<file path="config.mk">
export PLATFORM = sky130hd
export DESIGN_NAME = calc1_port_driver
export DESIGN_NICKNAME = d
export VERILOG_FILES = /design/src/rtl/calc1_port_driver.sv
export SDC_FILE = /design/constraint.sdc
export NUM_CORES = 1
export LEC_CHECK = 0
export BUFFER_PORTS_ARGS = -buffer_cell sky130_fd_sc_hd__buf_2
export CORE_UTILIZATION = 48
export CTS_BUF_LIST = sky130_fd_sc_hd__clkbuf_4
export CTS_CLUSTER_DIAMETER = 60
export DETAILED_ROUTE_END_ITERATION = 8
export PLACE_DENSITY = 0.8
export SLEW_MARGIN = 20
export SYNTH_ARGS = -nofsm -noshare
export SYNTH_HDL_FRONTEND = slang
export SYNTH_SLANG_ARGS = --single-unit
</file>
<file path="constraint.sdc">
create_clock -name c_clk -period 4.28 [get_ports c_clk]
set_clock_uncertainty 0.05 [all_clocks]
set_input_delay 0.856 -clock c_clk [delete_from_list [all_inputs] [get_ports c_clk]]
set_output_delay 0.856 -clock c_clk [all_outputs]
set_load 0.01 [all_outputs]
</file>
<file path="src/rtl/calc1_port_driver.sv">
// ---------------------------------------------------------------------------
// calc1_port_driver
//
// Request sequencer for one calc1 request port. An operation (cmd, operand1,
// operand2) is accepted over a valid/ready handshake. It is serialised into
// calc1's two-cycle command protocol. The driver then waits for the port's
// response and hands the result downstream over a second valid/ready
// handshake. Only one operation is in flight at a time.
//
// Optional feature macro: CALC1_DRV_TIMEOUT_EN
//    When defined, a wait counter aborts the WAIT state after TIMEOUT_CYCLES
//    cycles without a response and reports resp = 3 (timeout). When the macro
//    is undefined, no counter exists and WAIT lasts until calc1 answers.
//
// Parameters
//    TIMEOUT_CYCLES : silent WAIT cycles before timeout (1..255)
//    CNT_W          : wait counter width, must hold TIMEOUT_CYCLES
//
// Ports
//    c_clk, reset            clock, asynchronous active-high reset
//    op_valid/op_ready       upstream operation handshake
//    op_cmd, op_data1/2      operation: 1 add, 2 sub, 5 shl, 6 shr
//    req_cmd_out/data_out    command/data towards calc1 reqN inputs
//    duv_resp_in/data_in     calc1 out_respN / out_dataN
//    res_valid/res_ready     downstream result handshake
//    res_resp, res_data      1 ok, 2 overflow/invalid, 3 timeout/reject
//    busy                    high whenever the driver is not idle
// ---------------------------------------------------------------------------
module calc1_port_driver #(
   parameter int TIMEOUT_CYCLES = 16,
   parameter int CNT_W          = 8
) (
   input  logic        c_clk,
   input  logic        reset,
   input  logic        op_valid,
   output logic        op_ready,
   input  logic [0:3]  op_cmd,
   input  logic [0:31] op_data1,
   input  logic [0:31] op_data2,
   output logic [0:3]  req_cmd_out,
   output logic [0:31] req_data_out,
   input  logic [0:1]  duv_resp_in,
   input  logic [0:31] duv_data_in,
   output logic        res_valid,
   input  logic        res_ready,
   output logic [0:1]  res_resp,
   output logic [0:31] res_data,
   output logic        busy
);

   typedef enum logic [2:0] {
      ST_IDLE,
      ST_SEND1,
      ST_SEND2,
      ST_WAIT,
      ST_RESP
   } state_t;

   // Catch parameter combinations the wait counter cannot represent.
   if (TIMEOUT_CYCLES < 1 || TIMEOUT_CYCLES > 255 ||
       TIMEOUT_CYCLES >= (2 ** CNT_W)) begin : gBadParams
      $error("calc1_port_driver: TIMEOUT_CYCLES out of range for CNT_W");
   end

   state_t       state_q, state_d;
   logic         op_ready_q, op_ready_d;
   logic [0:3]   req_cmd_q, req_cmd_d;
   logic [0:31]  req_data_q, req_data_d;
   logic         res_valid_q, res_valid_d;
   logic [0:1]   res_resp_q, res_resp_d;
   logic [0:31]  res_data_q, res_data_d;
   logic         busy_q, busy_d;
   logic [0:31]  data2_q, data2_d;
`ifdef CALC1_DRV_TIMEOUT_EN
   logic [CNT_W-1:0] cnt_q, cnt_d;
   logic [CNT_W:0]   cntPlusOne;
`endif

   logic cmdLegal;

   // Only the four calc1 operations are forwarded; anything else is rejected
   // locally without touching the calc1 port.
   always_comb begin
      cmdLegal = (op_cmd == 4'd1) || (op_cmd == 4'd2) ||
                 (op_cmd == 4'd5) || (op_cmd == 4'd6);
   end

`ifdef CALC1_DRV_TIMEOUT_EN
   // Extra bit so the compare against TIMEOUT_CYCLES never sees a wrapped value.
   always_comb begin
      cntPlusOne = {1'b0, cnt_q} + {{CNT_W{1'b0}}, 1'b1};
   end
`endif

   // Next-state and next-output logic. Every output is registered, so the
   // values computed here are the ones the next state will present.
   always_comb begin
      state_d     = state_q;
      op_ready_d  = 1'b0;
      req_cmd_d   = '0;
      req_data_d  = '0;
      res_valid_d = res_valid_q;
      res_resp_d  = res_resp_q;
      res_data_d  = res_data_q;
      data2_d     = data2_q;
`ifdef CALC1_DRV_TIMEOUT_EN
      cnt_d       = '0;
`endif
      case (state_q)
         ST_IDLE: begin
            op_ready_d = 1'b1;
            // op_ready_q keeps the first cycle after reset from accepting.
            if (op_valid && op_ready_q) begin
               op_ready_d = 1'b0;
               data2_d    = op_data2;
               if (cmdLegal) begin
                  state_d    = ST_SEND1;
                  req_cmd_d  = op_cmd;
                  req_data_d = op_data1;
               end else begin
                  state_d     = ST_RESP;
                  res_valid_d = 1'b1;
                  res_resp_d  = 2'd3;
                  res_data_d  = '0;
               end
            end
         end
         ST_SEND1: begin
            state_d    = ST_SEND2;
            req_data_d = data2_q;
         end
         ST_SEND2: begin
            state_d = ST_WAIT;
         end
         ST_WAIT: begin
            if (duv_resp_in != 2'd0) begin
               state_d     = ST_RESP;
               res_valid_d = 1'b1;
               res_resp_d  = duv_resp_in;
               res_data_d  = (duv_resp_in == 2'd1) ? duv_data_in : '0;
            end
`ifdef CALC1_DRV_TIMEOUT_EN
            else begin
               cnt_d = (&cnt_q) ? cnt_q : cntPlusOne[CNT_W-1:0];
               if (cntPlusOne >= (CNT_W+1)'(TIMEOUT_CYCLES)) begin
                  state_d     = ST_RESP;
                  res_valid_d = 1'b1;
                  res_resp_d  = 2'd3;
                  res_data_d  = '0;
               end
            end
`endif
         end
         ST_RESP: begin
            if (res_ready) begin
               state_d     = ST_IDLE;
               op_ready_d  = 1'b1;
               res_valid_d = 1'b0;
               res_resp_d  = '0;
               res_data_d  = '0;
            end
         end
         default: begin
            state_d = ST_IDLE;
         end
      endcase
      busy_d = (state_d != ST_IDLE);
   end

   // State and output registers; reset aborts any operation silently.
   always_ff @(posedge c_clk or posedge reset) begin
      if (reset) begin
         state_q     <= ST_IDLE;
         op_ready_q  <= 1'b0;
         req_cmd_q   <= '0;
         req_data_q  <= '0;
         res_valid_q <= 1'b0;
         res_resp_q  <= '0;
         res_data_q  <= '0;
         busy_q      <= 1'b0;
         data2_q     <= '0;
`ifdef CALC1_DRV_TIMEOUT_EN
         cnt_q       <= '0;
`endif
      end else begin
         state_q     <= state_d;
         op_ready_q  <= op_ready_d;
         req_cmd_q   <= req_cmd_d;
         req_data_q  <= req_data_d;
         res_valid_q <= res_valid_d;
         res_resp_q  <= res_resp_d;
         res_data_q  <= res_data_d;
         busy_q      <= busy_d;
         data2_q     <= data2_d;
`ifdef CALC1_DRV_TIMEOUT_EN
         cnt_q       <= cnt_d;
`endif
      end
   end

   assign op_ready     = op_ready_q;
   assign req_cmd_out  = req_cmd_q;
   assign req_data_out = req_data_q;
   assign res_valid    = res_valid_q;
   assign res_resp     = res_resp_q;
   assign res_data     = res_data_q;
   assign busy         = busy_q;

endmodule

</file>
==> flow_metrics.tcl, run 1 <==
set metrics [dict create \
    status "complete, no violations" \
    cts_tree "built" \
    critPathBufInv 1 \
    cp-end-kind "register" \
    hold_viol 0 \
    crit_required_ns 4.61 \
    synthSimpleGateAreaFrac 0.125 \
    worstPathArrival_ns 2.89 \
    critPathMaxStageDelay_ns 0.77 \
    pwr-share-seq 0.495 \
    p_leak_nw 2.94 \
    globalplace.congestion 0.735 \
    routed_wirelength_um 9390 \
    antenna_found_initial 0 \
    crit_family "simple AND/OR/NAND/NOR gates" \
    synth_cell_type_count 29 \
    max_freq_mhz 391 \
    netlist_area_um2 4000 \
    grt_use_total 0.228 \
    yosys_warnings 0 \
    synthArstFlopShare 1.00 \
    avgSynthCellArea_um2 12.2 \
    grt_overflow_total 0 \
    coreArea_um2 7890 \
    root_buffer "clkbuf_4" \
    htreeDepth 3 \
    synth-seq-cells 108 \
    fp.dieW_um 93.3 \
    ant_nets 0 \
    pwr-share-clk 0.204 \
    post_cts_buffers 0 \
    hold_path_class "input port to async pin" \
    wl_per_cell_um 15.4 \
    rows 32 \
    crit_slowest_cell "or4_4" \
    postCtsHoldBufs 0 \
    final_nets 607 \
    cts_made_buffers 9 \
    synth_edf_count 0 \
    maxCapViolCount 0 \
    ys.flop_type "dfrtp_1" \
    drcViolationCount 0 \
    synth_seq_area_share 0.675 \
    ir_drop_uv 280 \
    fin_util 0.654 \
    drt_iter0_markers 166 \
    synthAdderAreaFrac 0 \
    relSlewSlack 0.272 \
    via_count 3128 \
    dp_cells 592 \
    synth_top_family_by_area "compound AO/OA/AOI/OAI gates" \
    die_h_um 93.3 \
    grt_pass1_wl_um 15000 \
    grt_start_max_net_pins 52 \
    cp_max_fo 35 \
    diodes 0 \
    dieArea_um2 8710 \
    timing.hold.ws_ns 0.426 \
    worstPathCellList "or4_4 -> nor3_4 -> buf_4 -> a22o_1" \
    cts_repair_resize_count 0 \
    power-per-cell-area_nw_per_um2 595 \
    synth_mux_area_frac 0.00563 \
    start_kind "register" \
    p_sw_frac 0.336 \
    hpwl_um 6630 \
    p_int_w 0.00204 \
    clockBufferDepth 2 \
    synth-compound-area-share 0.158 \
    cts.clk_slew.worst_paths_ns 0.16 \
    synth_xor_area_frac 0.00219 \
    area_growth_pct 28.8 \
    comb_power_share 0.301 \
    grt_pass1_vias 3118 \
    io_pins 179 \
    routed_via_density 5.14 \
    period_share 0.598 \
    totalNegativeSetupSlack_ns 0 \
    port_buffers 178 \
    layout.cells.non_filler 608 \
    p_switching_w 0.00103 \
    clock_latency_ns 0.43 \
    setup_violations 0 \
    path_class "register to register" \
    syn_inst 329 \
    syn-num-nets 435 \
    start_util 0.508 \
    drv_slew 0 \
    tightest_slew_ns 1.09 \
    grt_setup_unrepaired "no" \
    cts_sinks 108 \
    drt_first_pass_iters 4 \
    fin_crit_ns 2.56 \
    drive_gt1_frac 0.413 \
]
## logic make-up after synthesis
kind of cell	after synthesis
DFF	108
xor gates and xnor gates	1
AOI/OAI and AO/OA	74
muxes	2
and+or+nand+nor	118
buffers and inverters	25
other	1
## cells in the mapped netlist (all sizes together) (2+ instances only)
cell type  number  area (um2)
a21oi           2        10.0
clkbuf         17        63.8
nand2          98         368
buf             6        61.3
dfrtp         108        2700
and3            3        18.8
nor3            3        26.3
o21bai          2        15.0
nor2            6        22.5
inv             2        7.51
a22o           64         561
mux2            2        22.5
nor2b           2        12.5
## routing by layer
metal | global-route usage | vias to the layer above | share of wire
li1 | - | 1474 | -
met1 | 0.291 | 1506 | 0.42
met2 | 0.369 | 137 | 0.48
met3 | 0.0675 | 11 | 0.088
met4 | 0.0833 | 0 | 0.013
met5 | 0 | - | 0
## sequential cells by signal (all words and copies together), names as in the netlist
register	count
data2_q	32
req_data_out	32
res_data	32
req_cmd_out	4
state_q	3
res_resp	2
busy	1
op_ready	1
res_valid	1
## path summary, 6_finish.rpt
check                                 start              end  slack (ns)  cells past startpoint
worst max-delay path             state_q[2]  req_data_out[3]        1.72                      4
worst min-delay path                  reset      res_data[9]        0.43                      2
worst max register to register   state_q[2]  req_data_out[3]        1.72                      4
worst min register to register  data2_q[13]      data2_q[13]        0.44                      2
max in group asynchronous             reset      data2_q[14]        2.92                      3
min in group c_clk              data2_q[13]      data2_q[13]        0.44                      2
## power groups by stage
stage | clock [W] | sequential (W) | combinational (W)
final | 0.000626 | 0.00152 | 0.000924
after global routing | 0.000688 | 0.00155 | 0.00104
after floorplan | 0 | 0.00158 | 0.000507
after detailed placement | 0 | 0.00154 | 0.000928
after global placement | 0 | 0.00152 | 0.000906
after CTS | 0.000640 | 0.00152 | 0.000935
## cell type report
| class | count | area (um2) |
|---|---|---|
| flip-flops and latches | 108 | 2700 |
| well taps | 102 | 128 |
| repair buffers | 184 | 936 |
| fillers | 634 | 2730 |
| multi-input cells | 196 | 1190 |
| inverters | 2 | 10.0 |
| clock inverters | 7 | 123 |
| clock buffers | 9 | 67.6 |
## stage by stage
stage | area, um2 | total power (W) | worst slack, ns
global placement | 4960 | 0.00243 | 1.37
detailed placement | 4960 | 0.00247 | 1.32
floorplan | 4000 | 0.00209 | 0.528
CTS | 5150 | 0.00309 | 1.72
global route | 5160 | 0.00328 | 1.49
finish | 5160 | 0.00307 | 1.72
## cell usage in the layout (no fill, tap or decap), types with 2 or more instances in the layout
| cell type | n |
|---|---|
| a21oi_1 | 2 |
| o21bai_1 | 2 |
| dfrtp_1 | 108 |
| clkinvlp_4 | 2 |
| a22o_1 | 64 |
| buf_2 | 178 |
| clkbuf_4 | 9 |
| nor2b_1 | 2 |
| bufinv_16 | 3 |
| mux2_2 | 2 |
| and3_1 | 3 |
| nor2_1 | 6 |
| buf_4 | 6 |
| nor3_1 | 2 |
| nand2_1 | 98 |
Note: power is estimated with default switching activity, not from simulation.
==> inputs of run 2 (changes only) <==
- clock period: 4.28 -> 2.5 ns (I/O delays scaled with it)
==> run 2 against run 1 <==
Compared with the run above:
- sequential share of layout area is 0.32 points higher
- die area is the same
- cell area shrank 0.61%
- critical path depth is 1 higher
- via count up 1.6%
- routed wire length shrank 1.5%
- total power up 62%
- global-route usage shrank 0.078 points
- final cell count up 0.66%
- fmax rose by 16%
- largest power group unchanged
==> flow_metrics.tcl, run 2 (synthesized netlist as in run 1, its figures left out) <==
set metrics [dict create \
    stdcell_area_um2 5120 \
    place_area_um2 5010 \
    routed_wirelength_um 9250 \
    path_class "register to register" \
    max_freq_mhz 454 \
    via_count 3179 \
    fin_crit_ns 2.20 \
    hold_viol 0 \
    drcViolationCount 0 \
    fp.dieW_um 93.3 \
    worstPathArrival_ns 2.54 \
    htreeDepth 3 \
    drv_slew 0 \
    period_share 0.882 \
    grt_use_total 0.227 \
    dieArea_um2 8710 \
    clockBufferDepth 2 \
    rows 32 \
    port_buffers 178 \
    start_kind "register" \
    ir_drop_uv 426 \
    post_cts_buffers 0 \
    power-per-cell-area_nw_per_um2 967 \
    grt_pass1_vias 3223 \
    globalplace.congestion 0.756 \
    cts_made_buffers 9 \
    drt_iter0_markers 98 \
    start_util 0.508 \
    tightest_slew_ns 0.661 \
    timing.hold.ws_ns 0.137 \
    io_pins 179 \
    routed_via_density 5.19 \
    diodes 0 \
    ant_nets 0 \
    maxCapViolCount 0 \
    crit_required_ns 2.84 \
    final_nets 611 \
    grt_setup_unrepaired "no" \
    totalNegativeSetupSlack_ns 0 \
    hpwl_um 6600 \
    worstPathCellList "nor2b_1 -> nor3_1 -> o2bb2ai_2 -> buf_4 -> a22o_1" \
    critPathMaxStageDelay_ns 0.64 \
    hold_path_class "input port to async pin" \
    antenna_found_initial 0 \
    cts.clk_slew.worst_paths_ns 0.16 \
    drive_gt1_frac 0.414 \
    relSlewSlack 0.557 \
    cts_sinks 108 \
    cts_repair_resize_count 0 \
    clock_latency_ns 0.44 \
    grt_start_max_net_pins 109 \
    root_buffer "clkbuf_4" \
    layout.cells.most_common_list "178 x buf_2, 108 x dfrtp_1, 98 x nand2_1, 64 x a22o_1" \
    p_leak_nw 2.93 \
    area_growth_pct 28.0 \
    cp-end-kind "register" \
    final_common_cell "buf_2" \
    drt_first_pass_iters 4 \
    postCtsHoldBufs 0 \
    grt_overflow_total 0 \
    status "complete, no violations" \
    cts_tree "built" \
    cp_max_fo 20 \
    coreArea_um2 7890 \
    wl_per_cell_um 15.1 \
    setup_violations 0 \
    die_h_um 93.3 \
    grt_pass1_wl_um 15000 \
    crit_slowest_cell "dfrtp_1" \
]
run 2: routing by layer:
| layer | wire, um | global-route usage | up-vias |
|---|---|---|---|
| met3 | 899 | 0.0837 | 8 |
| met4 | 78 | 0.0603 | 0 |
| li1 | - | - | 1486 |
| met5 | 0 | 0 | - |
| met1 | 3700 | 0.266 | 1543 |
| met2 | 4570 | 0.393 | 142 |
run 2: final timing paths:
path	end	start	cells past startpoint	slack, ns
worst max-delay path	res_data[8]	state_q[2]	5	0.30
worst min-delay path	req_data_out[7]	reset	3	0.14
worst max register to register	res_data[8]	state_q[2]	5	0.30
worst min register to register	data2_q[8]	data2_q[8]	2	0.44
max in group asynchronous	req_data_out[9]	reset	3	1.84
min in group c_clk	data2_q[15]	op_data2[15]	3	0.18
run 2: worst max-delay path, delay by kind of cell, from the launching register on:
kind	cells	cell delay, ns
AO/OA/AOI/OAI	2	0.76
buffers and inverters	1	0.36
flip-flops	1	0.64
AND/OR/NAND/NOR	2	0.35
run 2: report_power, final:
part,switching (W),internal [W],total [W]
registers,0.000306,0.00229,0.00260
clock network,0.000565,0.000212,0.000776
logic,0.000884,0.000698,0.00158
total,0.00175,0.00320,0.00496
run 2: area by class of cell:
class                      instances  area (um2)
fill                             637        2760
clock buffer                       9        67.6
tap                              102         128
inverter                           2        11.3
timing repair buffer             188         978
multi-input combinational        196        1190
clock inverter                     7        48.8
sequential                       108        2700
run 2: through the flow:
stage | setup slack (ns) | power (W) | util | cells
finish | 0.296 | 0.00496 | 0.650 | 612
global route | 0.0859 | 0.00532 | 0.650 | 612
CTS | 0.285 | 0.00503 | 0.650 | 612
detailed placement | 0.317 | 0.00424 | 0.635 | 596
global placement | 0.411 | 0.00416 | 0.635 | 596
floorplan | 0.648 | 0.00358 | - | 329
==> inputs of run 3 (changes only) <==
- ABC_AREA: not set -> 1
- CORE_UTILIZATION: 48 -> 49
- PLACE_DENSITY: 0.8 -> 0.81
==> run 3 against run 2 <==
Compared with the run above:
- routed wire length increased by 3.8%
- critical path depth decreased by 1
- flip-flop and latch count unchanged
- final cell count increased by 20%
- register-to-register slack improved by 0.54 ns
- core utilization decreased by 1.2 points
- non-clock buffer count decreased by 5
- via count increased by 12%
- clock-buffer cell count increased by 2
- cell area increased by 3.3%
==> flow_metrics.tcl, run 3 <==
set metrics [dict create \
    synth-seq-cells 108 \
    stdcell_area_um2 5300 \
    routed_via_density 4.86 \
    critPathBufInv 1 \
    power_w 0.00501 \
    start_kind "register" \
    grt_pass1_wl_um 15000 \
    cts.clk_slew.worst_paths_ns 0.17 \
    maxCapViolCount 0 \
    setup_violations 0 \
    rows 33 \
    drt_first_pass_iters 5 \
    layout.cells.most_common_list "178 x buf_2, 155 x nand2_1, 108 x dfrtp_1, 63 x o21ai_0, 40 x inv_1" \
    root_buffer "clkbuf_4" \
    p_leak_nw 3.04 \
    critPathMaxStageDelay_ns 0.46 \
    grt_setup_unrepaired "no" \
    worstPathCellList "nor2_1 -> nand2_1 -> buf_4 -> o21ai_0" \
    cts_made_buffers 9 \
    totalNegativeSetupSlack_ns 0 \
    pwr-share-clk 0.158 \
    start_util 0.509 \
    avgSynthCellArea_um2 9.35 \
    drcViolationCount 0 \
    r2r_start "state_q[1]" \
    clock_latency_ns 0.45 \
    grt_overflow_total 0 \
    final_common_cell "buf_2" \
    coreArea_um2 8300 \
    hold_path_class "input port to async pin" \
    crit_cells 4 \
    area_growth_pct 25.3 \
    hold_viol 0 \
    ff2ff_path_depth 4 \
    synthTopCellsByCount "155 x nand2_1, 108 x dfrtp_1, 63 x o21ai_0, 41 x inv_1, 37 x nand3_1" \
    p_sw_frac 0.381 \
    regToRegSetupSlack_ns 0.84 \
    cp_max_fo 21 \
    place_area_um2 5170 \
    dieArea_um2 9000 \
    max_freq_mhz 602 \
    ir_drop_uv 492 \
    cts_tree "built" \
    syn_inst 452 \
    postCtsHoldBufs 0 \
    hpwl_um 6730 \
    crit_required_ns 2.82 \
    drive_gt1_frac 0.332 \
    cts_repair_resize_count 0 \
    io_pins 179 \
    grt_pass1_vias 3334 \
    synth_edf_count 0 \
    cp-end-kind "register" \
    tightest_slew_ns 0.674 \
    crit_slowest_cell "dfrtp_1" \
    globalplace.congestion 0.751 \
    yosys.area.top_type "dfrtp_1" \
    synth.area.top_cells "dfrtp_1 64%, nand2_1 14%, o21ai_0 7.5%" \
    final_nets 730 \
    fin_crit_ns 1.66 \
    period_share 0.664 \
    timing.rr.end "req_data_out[11]" \
    synth_cell_type_count 18 \
    pwr-share-seq 0.495 \
    ant_nets 0 \
    yosys_warnings 0 \
    wl_per_cell_um 13.1 \
    clockBufferDepth 2 \
    relSlewSlack 0.549 \
    via_count 3567 \
    netlist_area_um2 4230 \
    fp.dieW_um 94.9 \
    synthArstFlopShare 1.00 \
    grt_start_max_net_pins 109 \
    syn-num-nets 558 \
    port_buffers 178 \
    comb_power_share 0.347 \
    die_h_um 94.9 \
    synth.most_common_cell "nand2_1" \
    drt_iter0_markers 133 \
    ys.flop_type "dfrtp_1" \
    path_class "register to register" \
    worstPathArrival_ns 1.98 \
    crit_family "simple AND/OR/NAND/NOR gates" \
    p_switching_w 0.00191 \
    antenna_found_initial 0 \
    grt_use_total 0.219 \
    routed_wirelength_um 9600 \
    post_cts_buffers 0 \
    status "complete, no violations" \
    synth_top_cell_area_share 0.640 \
    cts_sinks 108 \
    p_int_w 0.00310 \
    htreeDepth 3 \
    synth_seq_area_share 0.640 \
    diodes 0 \
    drv_slew 0 \
    power-per-cell-area_nw_per_um2 946 \
    num-fill-cells 739 \
]
==> run 3: per-layer routing <==
metal	track usage	up-vias	routed length (um)
li1	-	1754	-
met1	0.270	1660	3950
met2	0.356	140	4630
met3	0.0717	13	851
met4	0.0871	0	165
met5	0	-	0
==> run 3: area by class of cell <==
type / instances / area [um2] / share of cell area
Timing Repair Buffer: 183 / 953 / 0.180
Tap cell: 105 / 131 / 0.0248
Clock buffer: 11 / 82.6 / 0.0156
Clock inverter: 5 / 37.5 / 0.00709
Sequential cell: 108 / 2700 / 0.510
Multi-Input combinational cell: 279 / 1220 / 0.231
Inverter: 43 / 165 / 0.0312
==> run 3: worst min-delay path: stages <==
cell	delay (ns)
buf_2	0.11
clkinvlp_4	0.07
buf_12	0.40
==> run 3: how the worst max path moves through the flow <==
| stage | slack [ns] | endpoint | from |
|---|---|---|---|
| floorplan | 0.65 | busy | reset |
| detailed placement | 0.76 | res_data[12] | duv_resp_in[0] |
| global placement | 0.84 | busy | op_valid |
| finish | 0.84 | req_data_out[11] | state_q[1] |
| global route | 0.64 | req_data_out[11] | state_q[1] |
| CTS | 0.82 | req_data_out[13] | state_q[1] |
==> run 3: stage by stage <==
step           cells  setup slack [ns]   util  hold slack [ns]
2_1_floorplan    452             0.648      -            0.433
3_3_place_gp     718             0.841  0.624            0.398
3_5_place_dp     718             0.762  0.624            0.403
4_1_cts          734             0.817  0.638            0.140
5_1_grt          734             0.636  0.638            0.145
6_report         734             0.840  0.638            0.104
==> run 3: power groups by stage <==
stage / sequential [W] / clock [W] / combinational, W
2_1_floorplan: 0.00262 / 0 / 0.00111
3_3_place_gp: 0.00250 / 0 / 0.00169
3_5_place_dp: 0.00252 / 0 / 0.00176
4_1_cts: 0.00248 / 0.000824 / 0.00176
5_1_grt: 0.00253 / 0.000893 / 0.00199
6_report: 0.00248 / 0.000792 / 0.00174
==> run 3: cells by family (layout without fill, tap and decap cells) <==
kind of cell	count (synthesis)	after routing	share of synthesized area
and+or+nand+nor	210	210	0.206
other	1	1	0.000888
AOI/OAI and AO/OA	68	68	0.0805
buffers and inverters	65	242	0.0726
DFF	108	108	0.640
